**config.mk**
```make
export PLATFORM = sky130hd
export DESIGN_NAME = i2c_target_regs
export DESIGN_NICKNAME = d
export VERILOG_FILES = /design/src/rtl/i2c_pkg.sv /design/src/rtl/i2c_sync_edge.sv /design/src/rtl/i2c_target_regs.sv
export SDC_FILE = /design/constraint.sdc
export NUM_CORES = 1
export LEC_CHECK = 0
export CORE_MARGIN = 5
export CORE_UTILIZATION = 50
export CTS_CLUSTER_DIAMETER = 50
export DETAILED_ROUTE_END_ITERATION = 6
export PLACE_DENSITY = 0.8
export SKIP_CTS_REPAIR_TIMING = 1
export SYNTH_ARGS = -nofsm -noshare
export SYNTH_HDL_FRONTEND = slang
export SYNTH_HIERARCHICAL = 1
export SYNTH_SLANG_ARGS = --single-unit
export TNS_END_PERCENT = 30
```
**constraint.sdc**
```tcl
create_clock -name clk -period 2.35 [get_ports clk]
set_clock_uncertainty 0.05 [all_clocks]
set_input_delay 0.47 -clock clk [delete_from_list [all_inputs] [get_ports clk]]
set_output_delay 0.47 -clock clk [all_outputs]
set_load 0.03 [all_outputs]
```
**src/rtl/i2c_pkg.sv**
```systemverilog
// Shared types for the I2C target register block: FSM state encoding and default bus address.
package i2c_pkg;

    typedef enum logic [2:0] {
        IDLE,
        ADDR,
        ACK_ADDR,
        WR_PTR,
        WR_DATA,
        RD_BYTE,
        RD_ACK
    } i2c_state_e;

    localparam logic [6:0] I2C_DEFAULT_ADDR = 7'h3C;

endpackage

```
**src/rtl/i2c_sync_edge.sv**
```systemverilog
// Two-flop synchronizer with registered rise/fall flags; I2C_TARGET_GLITCH_FILTER_EN adds a
// 3-sample majority filter (edge latency 3 clk plain, 5 clk filtered).
module i2c_sync_edge (
    input  logic clk,
    input  logic rst_n,
    input  logic d_i,
    output logic level_o,
    output logic rise_o,
    output logic fall_o
);

    logic s1_q, s2_q, prev_q, rise_q, fall_q;
    logic lvl;

`ifdef I2C_TARGET_GLITCH_FILTER_EN
    logic h0_q, h1_q, filt_q;

    always_ff @(posedge clk or negedge rst_n) begin
        if (!rst_n) begin
            h0_q   <= 1'b1;
            h1_q   <= 1'b1;
            filt_q <= 1'b1;
        end else begin
            h0_q   <= s2_q;
            h1_q   <= h0_q;
            filt_q <= (s2_q & h0_q) | (s2_q & h1_q) | (h0_q & h1_q);
        end
    end

    assign lvl = filt_q;
`else
    assign lvl = s2_q;
`endif

    // Reset to the idle-bus level so leaving reset never produces a spurious edge.
    always_ff @(posedge clk or negedge rst_n) begin
        if (!rst_n) begin
            s1_q   <= 1'b1;
            s2_q   <= 1'b1;
            prev_q <= 1'b1;
            rise_q <= 1'b0;
            fall_q <= 1'b0;
        end else begin
            s1_q   <= d_i;
            s2_q   <= s1_q;
            prev_q <= lvl;
            rise_q <= lvl & ~prev_q;
            fall_q <= ~lvl & prev_q;
        end
    end

    // prev_q is the level aligned with the registered flags.
    assign level_o = prev_q;
    assign rise_o  = rise_q;
    assign fall_o  = fall_q;

endmodule

```
**src/rtl/i2c_target_regs.sv**
```systemverilog
// I2C target with an auto-incrementing byte register file exported in parallel.
// Optional SCL/SDA glitch filter: define I2C_TARGET_GLITCH_FILTER_EN.
module i2c_target_regs
    import i2c_pkg::*;
#(
    parameter logic [6:0] TARGET_ADDR = I2C_DEFAULT_ADDR,
    parameter int         NREGS       = 4,
    parameter int         PTR_W       = 2
) (
    input  logic                 clk,
    input  logic                 rst_n,
    input  logic                 scl_i,
    input  logic                 sda_i,
    output logic                 sda_oe,
    output logic [8*NREGS-1:0]   reg_out,
    output logic                 wr_strobe,
    output logic [PTR_W-1:0]     wr_idx,
    output logic                 busy
);

    logic scl_lvl, scl_rise, scl_fall;
    logic sda_lvl, sda_rise, sda_fall;

    i2c_sync_edge u_scl (.clk(clk), .rst_n(rst_n), .d_i(scl_i),
                         .level_o(scl_lvl), .rise_o(scl_rise), .fall_o(scl_fall));
    i2c_sync_edge u_sda (.clk(clk), .rst_n(rst_n), .d_i(sda_i),
                         .level_o(sda_lvl), .rise_o(sda_rise), .fall_o(sda_fall));

    i2c_state_e               state_q, state_d;
    logic [2:0]               bit_cnt_q, bit_cnt_d;
    logic [7:0]               shift_q, shift_d;
    logic [PTR_W-1:0]         ptr_q, ptr_d;
    logic [NREGS-1:0][7:0]    regs_q, regs_d;
    logic                     oe_q, oe_d;
    logic                     busy_q, busy_d;
    logic                     pend_q, pend_d;
    logic                     rw_q, rw_d;
    logic                     strobe_q, strobe_d;
    logic [PTR_W-1:0]         idx_q, idx_d;
    logic [7:0]               sampled;
    logic                     start_det, stop_det;

    assign start_det = sda_fall & scl_lvl;
    assign stop_det  = sda_rise & scl_lvl;
    assign sampled   = {shift_q[6:0], sda_lvl};

    always_ff @(posedge clk or negedge rst_n) begin
        if (!rst_n) begin
            state_q   <= IDLE;
            bit_cnt_q <= '0;
            shift_q   <= '0;
            ptr_q     <= '0;
            regs_q    <= '0;
            oe_q      <= 1'b0;
            busy_q    <= 1'b0;
            pend_q    <= 1'b0;
            rw_q      <= 1'b0;
            strobe_q  <= 1'b0;
            idx_q     <= '0;
        end else begin
            state_q   <= state_d;
            bit_cnt_q <= bit_cnt_d;
            shift_q   <= shift_d;
            ptr_q     <= ptr_d;
            regs_q    <= regs_d;
            oe_q      <= oe_d;
            busy_q    <= busy_d;
            pend_q    <= pend_d;
            rw_q      <= rw_d;
            strobe_q  <= strobe_d;
            idx_q     <= idx_d;
        end
    end

    // pend_q marks a completed byte awaiting its ACK/turnaround; rises are ignored meanwhile.
    always_comb begin
        state_d   = state_q;
        bit_cnt_d = bit_cnt_q;
        shift_d   = shift_q;
        ptr_d     = ptr_q;
        regs_d    = regs_q;
        oe_d      = oe_q;
        busy_d    = busy_q;
        pend_d    = pend_q;
        rw_d      = rw_q;
        strobe_d  = 1'b0;
        idx_d     = idx_q;
        if (stop_det) begin
            state_d = IDLE;
            oe_d    = 1'b0;
            busy_d  = 1'b0;
            pend_d  = 1'b0;
        end else if (start_det) begin
            state_d   = ADDR;
            bit_cnt_d = '0;
            oe_d      = 1'b0;
            busy_d    = 1'b1;
            pend_d    = 1'b0;
        end else if (scl_rise) begin
            unique case (state_q)
                ADDR, WR_PTR, WR_DATA: begin
                    if (!pend_q) begin
                        shift_d   = sampled;
                        bit_cnt_d = bit_cnt_q + 3'd1;
                        if (bit_cnt_q == 3'd7) begin
                            if (state_q == ADDR) begin
                                if (sampled[7:1] == TARGET_ADDR) begin
                                    pend_d = 1'b1;
                                    rw_d   = sampled[0];
                                end else begin
                                    state_d = IDLE;
                                end
                            end else if (state_q == WR_PTR) begin
                                ptr_d  = sampled[PTR_W-1:0];
                                pend_d = 1'b1;
                            end else begin
                                regs_d[ptr_q] = sampled;
                                strobe_d      = 1'b1;
                                idx_d         = ptr_q;
                                ptr_d         = ptr_q + 1'b1;
                                pend_d        = 1'b1;
                            end
                        end
                    end
                end
                RD_BYTE: begin
                    bit_cnt_d = bit_cnt_q + 3'd1;
                    if (bit_cnt_q == 3'd7) pend_d = 1'b1;
                end
                RD_ACK: begin
                    if (sda_lvl) state_d = IDLE;
                    else         pend_d  = 1'b1;
                end
                default: ;
            endcase
        end else if (scl_fall) begin
            unique case (state_q)
                ADDR: begin
                    if (pend_q) begin
                        oe_d    = 1'b1;
                        pend_d  = 1'b0;
                        state_d = ACK_ADDR;
                    end
                end
                ACK_ADDR: begin
                    bit_cnt_d = '0;
                    if (rw_q) begin
                        state_d = RD_BYTE;
                        shift_d = regs_q[ptr_q];
                        oe_d    = ~regs_q[ptr_q][7];
                    end else begin
                        state_d = WR_PTR;
                        oe_d    = 1'b0;
                    end
                end
                WR_PTR, WR_DATA: begin
                    if (pend_q) begin
                        if (!oe_q) begin
                            oe_d = 1'b1;
                        end else begin
                            oe_d    = 1'b0;
                            pend_d  = 1'b0;
                            state_d = WR_DATA;
                        end
                    end
                end
                RD_BYTE: begin
                    if (pend_q) begin
                        oe_d    = 1'b0;
                        pend_d  = 1'b0;
                        ptr_d   = ptr_q + 1'b1;
                        state_d = RD_ACK;
                    end else begin
                        shift_d = {shift_q[6:0], 1'b0};
                        oe_d    = ~shift_q[6];
                    end
                end
                RD_ACK: begin
                    if (pend_q) begin
                        pend_d    = 1'b0;
                        bit_cnt_d = '0;
                        shift_d   = regs_q[ptr_q];
                        oe_d      = ~regs_q[ptr_q][7];
                        state_d   = RD_BYTE;
                    end
                end
                default: ;
            endcase
        end
    end

    assign sda_oe    = oe_q;
    assign reg_out   = regs_q;
    assign wr_strobe = strobe_q;
    assign wr_idx    = idx_q;
    assign busy      = busy_q;

endmodule

```
== Word level (Yosys, flattened, before mapping) ==
Cells that the tools add are included.
W data, S select, Z words.

* Bits in registers: 64
* Input bits: 4
* Word-level logic and storage cells: 185

* Add/subtract/negate cells: 2
* Order comparisons: 2
* Equality and inequality tests: 36
* Muxes and demuxes: 80
* Bitwise operators: 17
* Reduce and logical (&&, ||, !) cells: 24

{| class="wikitable"
|+ Operator list
! kind !! number
|-
| $mux W3 || 20
|-
| $mux W7 || 7
|-
| $ne A5 B5 Y1 const B || 7
|-
| $bwmux W32 || 1
|-
| $mux W1 || 31
|-
| $ne A5 B4 Y1 const B || 6
|-
| $pmux W7 S3 || 1
|-
| $ne A4 B4 Y1 const B || 5
|-
| $mux W2 || 9
|-
| $pmux W3 S2 || 3
|-
| $reduce_and A9 Y1 || 2
|-
| $bmux W8 S2 || 1
|-
| $demux W8 S2 || 1
|-
| $mux W8 || 2
|-
| $reduce_and A8 Y1 || 2
|-
| $pmux W3 S5 || 1
|-
| $reduce_and A13 Y1 || 1
|-
| $eq A3 B3 Y1 const B || 4
|-
| $reduce_and A6 Y1 || 2
|-
| $reduce_bool A4 Y1 || 3
|-
| $not A1 Y1 || 11
|-
| $ne A2 B2 Y1 const B || 5
|-
| $reduce_bool A2 Y1 || 4
|-
| $reduce_bool A8 Y1 || 1
|-
| other kinds (22) || 31
|}

== Logic depth before layout (Yosys ltp) ==
* Depth in word-level cells: 9
* Mapped depth: 8
* Mapped depth without buffers: 7

== Hierarchy ==
The synthesis kept the hierarchy.

{| class="wikitable"
|+ By module, submodules not included
! module !! instances !! cells each !! area each (µm²)
|-
| i2c_target_regs || 1 || 236 || 2984.1
|-
| i2c_sync_edge || 2 || 7 || 143.9
|}

== Worst setup path before layout ==
Ideal clock, no wire load.

* Kind: flip-flop to flip-flop
* Start: register u_scl.prev_q, in the netlist u_scl/level_o
* End: register regs_q, in the netlist reg_out[17]
* Library setup time: 0.125 ns
* Data arrival time: 1.733 ns
* Data required time: 2.175 ns
* Path slack: 0.442 ns
* Stages on the path, launching flop included: 8
* Path buffers: 2
* Period minus slack after synthesis: 1.908 ns
* Cell sequence: dfstp_2 > clkbuf_2 > o21a_1 > nor3_2 > and2_2 > buf_12 > nand2_8 > mux2_2

* Word-level cells in the longest chain between the ends: 3
* Elaborated cells between the ends (all ways): 5

{| class="wikitable"
|+ RTL lines
! what !! line !! source
|-
| from (decl) || i2c_sync_edge.sv:12 || <nowiki>logic s1_q, s2_q, prev_q, rise_q, fall_q;</nowiki>
|-
| from (signal assigned) || i2c_sync_edge.sv:46 || <nowiki>prev_q <= lvl;</nowiki>
|-
| $and A1 B1 Y1, on equally long branches || i2c_target_regs.sv:43, i2c_target_regs.sv:44 ||
|-
| $not A1 Y1 (no source line) || n/a ||
|-
| $reduce_and A8 Y1 (no source line) * || n/a ||
|-
| to (signal assigned) || i2c_target_regs.sv:65 || <nowiki>regs_q <= regs_d;</nowiki>
|-
| to (decl) || i2c_target_regs.sv:33 || <nowiki>logic [NREGS-1:0][7:0] regs_q, regs_d;</nowiki>
|}

Mark *: on every way between the ends. The rest lies on a longest branch, timed or not.
A chain may end at the register's enable or synchronous reset.

== Worst setup path after layout ==
* Start: register bit_cnt_q[0]
* End: register regs_q, in the netlist reg_out[24]

* Word-level cells in the longest chain between the ends: 2

{| class="wikitable"
|+ RTL lines
! what !! line !! source
|-
| from (decl) || i2c_target_regs.sv:30 || <nowiki>logic [2:0] bit_cnt_q, bit_cnt_d;</nowiki>
|-
| from (signal assigned) || i2c_target_regs.sv:62 || <nowiki>bit_cnt_q <= bit_cnt_d;</nowiki>
|-
| $eq A3 B3 Y1 || i2c_target_regs.sv:105 || <nowiki>if (bit_cnt_q == 3'd7) begin</nowiki>
|-
| $reduce_and A8 Y1 (no source line) || n/a ||
|}

Every way passes these cells.

==> run summary <==
===============================================================================================
Run status .......................................................................    completed
Maximum ir drop on the vdd rail ..................................................       462 uV
Worst-Skew Late Latency ..........................................................       350 ps
Dominant cells by area after synthesis ........................................... dfrtp_1 44%, mux2_2 17%, mux4_2 5.5%, dfstp_2 4.8%, nand2_8 2.4%
Endpoint kind of the worst setup timing path .....................................         flop
Core utilization of the finished layout ..........................................        0.626
Yosys warning count ..............................................................            6
Vias per Instance ................................................................         5.79
First-pass detailed-route iteration total ........................................            4
Average wire length per cell after detail routing ................................      19.0 um
Wire length of the first global-routing pass .....................................      12.3 mm
Fmax .............................................................................    0.470 GHz
DRC violation count after routing ................................................            0
Initial antenna violation count ..................................................            0
Total congestion overflow ........................................................            0
CP most frequent cell ............................................................         ha_1
Worst setup path class ...........................................................      reg2reg
Endpoint of the lowest-slack register-to-register path ........................... reg_out[24]$_DFFE_PN0P_
IO Count .........................................................................           41
Origin of the worst setup path ................................................... bit_cnt_q[0]$_DFFE_PN0P_
End of the critical path ......................................................... reg_out[24]$_DFFE_PN0P_
Summed instance area of the synthesized netlist ..................................     3270 um2
Placer congestion estimate .......................................................        0.935
Proportion of layout cells with a drive suffix above 1 ...........................        0.345
Worst Setup Slack post-DPL .......................................................       223 ps
CP top delay family .............................................................. simple AND/OR/NAND/NOR gates
Final setup violation count ......................................................            0
Register-to-Register Setup Slack .................................................       220 ps
Die Height .......................................................................      90.9 um
Maximum number of pins on one net before global-route repair .....................           26
Ys flop type .....................................................................      dfrtp_1
Cells after synthesis ............................................................          250
Shortest clock period the worst path allows after layout .........................      2130 ps
Share of flip-flops with an asynchronous set or reset after synthesis ............         1.00
Core outline area ................................................................     6350 um2
Clock buffer depth ...............................................................            2
Number of buffers created by CTS .................................................            9
Crit-path max FO .................................................................            8
Overall track demand over capacity in global routing .............................        0.188
H-tree Lvls ......................................................................            3
CTS tree .........................................................................        built
Worst slew margin ................................................................        0.607
Standard cell area after detailed placement ......................................     3780 um2
Number of antenna-violating nets in the routed design ............................            0
Root buffer selected by CTS ......................................................     clkbuf_8
Share of synthesized area occupied by flip-flops and latches .....................        0.492
RSZ-0062 raised after global routing .............................................        false
Cell Rows ........................................................................           29
Number of cells on the worst reg-to-reg path .....................................            7
Post-route worst setup slack .....................................................       223 ps
Largest area contributor in the netlist ..........................................      dfrtp_1
Overall power after layout .......................................................      2.81 mW
Clock input transition at the sequential cells of the worst setup and hold paths .        80 ps
Number of input and output port buffers inserted .................................           40
Critical R2R Launch .............................................................. bit_cnt_q[0]$_DFFE_PN0P_
Setup crit start kind ............................................................         flop
Power density over cell area .....................................................   707 nW/um2
Sinks on Clock Net ...............................................................           64
Number of nets in the layout .....................................................          312
Die X-Extent .....................................................................      90.9 um
Mean area per synthesized cell ...................................................     13.1 um2
Number of unique standard cell types used by synthesis ...........................           51
Required time of the worst setup path ............................................      2530 ps
Final hold slack .................................................................      66.8 ps
Max capacitance violation total ..................................................            0
Final Hold Vio Count .............................................................            0
Total nets after synthesis .......................................................          260
Stage delay of the slowest cell on the critical path .............................       470 ps
CP max-delay cell ................................................................       and2_2
Number of flops mapped to enable cells by yosys ..................................            0
Overall die area .................................................................     8260 um2
Post-Layout Inst Area ............................................................     3980 um2
Arr. time, crit path .............................................................      2300 ps
DPL Wire Length ..................................................................      5.18 mm
Leak .............................................................................      1.78 nW
Cell total after placement .......................................................          368
Most used standard cells in the synthesized netlist .............................. 58 x dfrtp_1, 48 x mux2_2, 10 x nand2_1, 10 x o21ai_0, 9 x nor2_1
Post-synthesis register bit count ................................................           64
Number of global-route vias before repair ........................................         2392
Layout overhead on the synthesized area ..........................................        21.5%
Inserted Diodes ..................................................................            0
Post-route non-filler standard cell count ........................................          384
Starting utilization of the core area ............................................        0.515
Summed negative setup slack over all endpoints ...................................         0 ps
Overall via count from detail_route ..............................................         2224
Detailed Route Iter0 Violations ..................................................          151
List of cells traversed by the critical path ..................................... ha_1, ha_1, nand2b_1, nor3_2, and2_2, nand2_8, mux2_4
Part of the cycle the worst path needs ...........................................        0.905
Crit path depth ..................................................................            7
Number of buffers and inverters on the critical path .............................            0
Area share of the leading cell type in the synthesized netlist ...................        0.444
Max-slew violation count .........................................................            0
Routed Wire Length ...............................................................      7.29 mm
Worst slew pin tran ..............................................................       590 ps
Most frequent cell after synthesis ...............................................      dfrtp_1
Class of the tightest hold or removal check ......................................     in2async
===============================================================================================
==> routing by layer <==
layer,vias to the layer above,track usage,share of wire
met5,-,0,0
met4,0,0.0587,0.014
met3,12,0.0567,0.068
met2,70,0.283,0.47
met1,1107,0.262,0.45
li1,1035,-,-
==> layout make-up <==
| cell class | instances | area (um2) |
|---|---|---|
| multi-input combinational | 168 | 1560 |
| sequential | 64 | 1610 |
| clock buffer | 9 | 124 |
| fill | 491 | 2370 |
| clock inverter | 7 | 70.1 |
| tap | 77 | 96.3 |
| inverter | 6 | 22.5 |
| timing repair buffer | 53 | 493 |
==> flip-flops by register name, indices dropped and copies added, names as in the netlist, 2 cells and up <==
signal,count
ptr_q,2
state_q,3
reg_out,32
shift_q,7
wr_idx,2
bit_cnt_q,3
==> cells in the final DEF (no fill, tap or decap), types with 2 or more instances in the layout <==
cell type        netlist  routed
a31oi_1                3       3
a311oi_1               2       2
nor3_1                 3       3
o22ai_1                4       4
nand2_1               10      10
buf_4                  1      13
mux2_4                 2       2
and2b_2                2       2
inv_1                  6       6
a22o_1                 3       3
nand3_1                4       4
clkinv_2               0       3
nor2_1                 9       9
dfstp_2                6       6
a211oi_1               2       2
nor2b_1                6       6
mux4_2                 8       8
a21oi_1                8       8
mux2_2                48      48
clkbuf_8               0       9
clkdlybuf4s50_1        0      39
nand2b_1               6       6
dfrtp_1               58      58
o21a_1                 3       3
ha_1                   6       6
nand2_8                4       4
mux2i_1                3       3
nor3b_1                2       2
o21ai_0               10      10
==> power by group <==
| part | leakage (nW) | switching (mW) | internal [mW] | total (mW) |
|---|---|---|---|---|
| logic | 0.817 | 0.315 | 0.271 | 0.586 |
| clock network | 0.0994 | 0.435 | 0.489 | 0.924 |
| registers | 0.861 | 0.131 | 1.17 | 1.30 |
| total | 1.78 | 0.881 | 1.93 | 2.81 |
==> logic make-up after synthesis <==
family,Yosys count,synth area share
AOI/OAI and AO/OA,43,0.0933
adders and majority gates,6,0.0229
buffers and inverters,18,0.0314
DFF,64,0.492
muxes,61,0.239
and+or+nand+nor,58,0.122
==> worst min path at each step <==
stage                         start                        to  slack (ps)  cells after the start
6_report                      rst_n    reg_out[3]$_DFFE_PN0P_          70                      1
5_1_grt                       rst_n    reg_out[3]$_DFFE_PN0P_         100                      1
4_1_cts                       rst_n    reg_out[8]$_DFFE_PN0P_          70                      1
3_5_place_dp   u_scl/s1_q$_DFF_PN1_       u_scl/lvl$_DFF_PN1_         300                      0
3_3_place_gp   u_scl/s1_q$_DFF_PN1_       u_scl/lvl$_DFF_PN1_         300                      0
2_1_floorplan                 rst_n  bit_cnt_q[0]$_DFFE_PN0P_         120                      0
No activity file was read; power rests on OpenSTA's default activity.
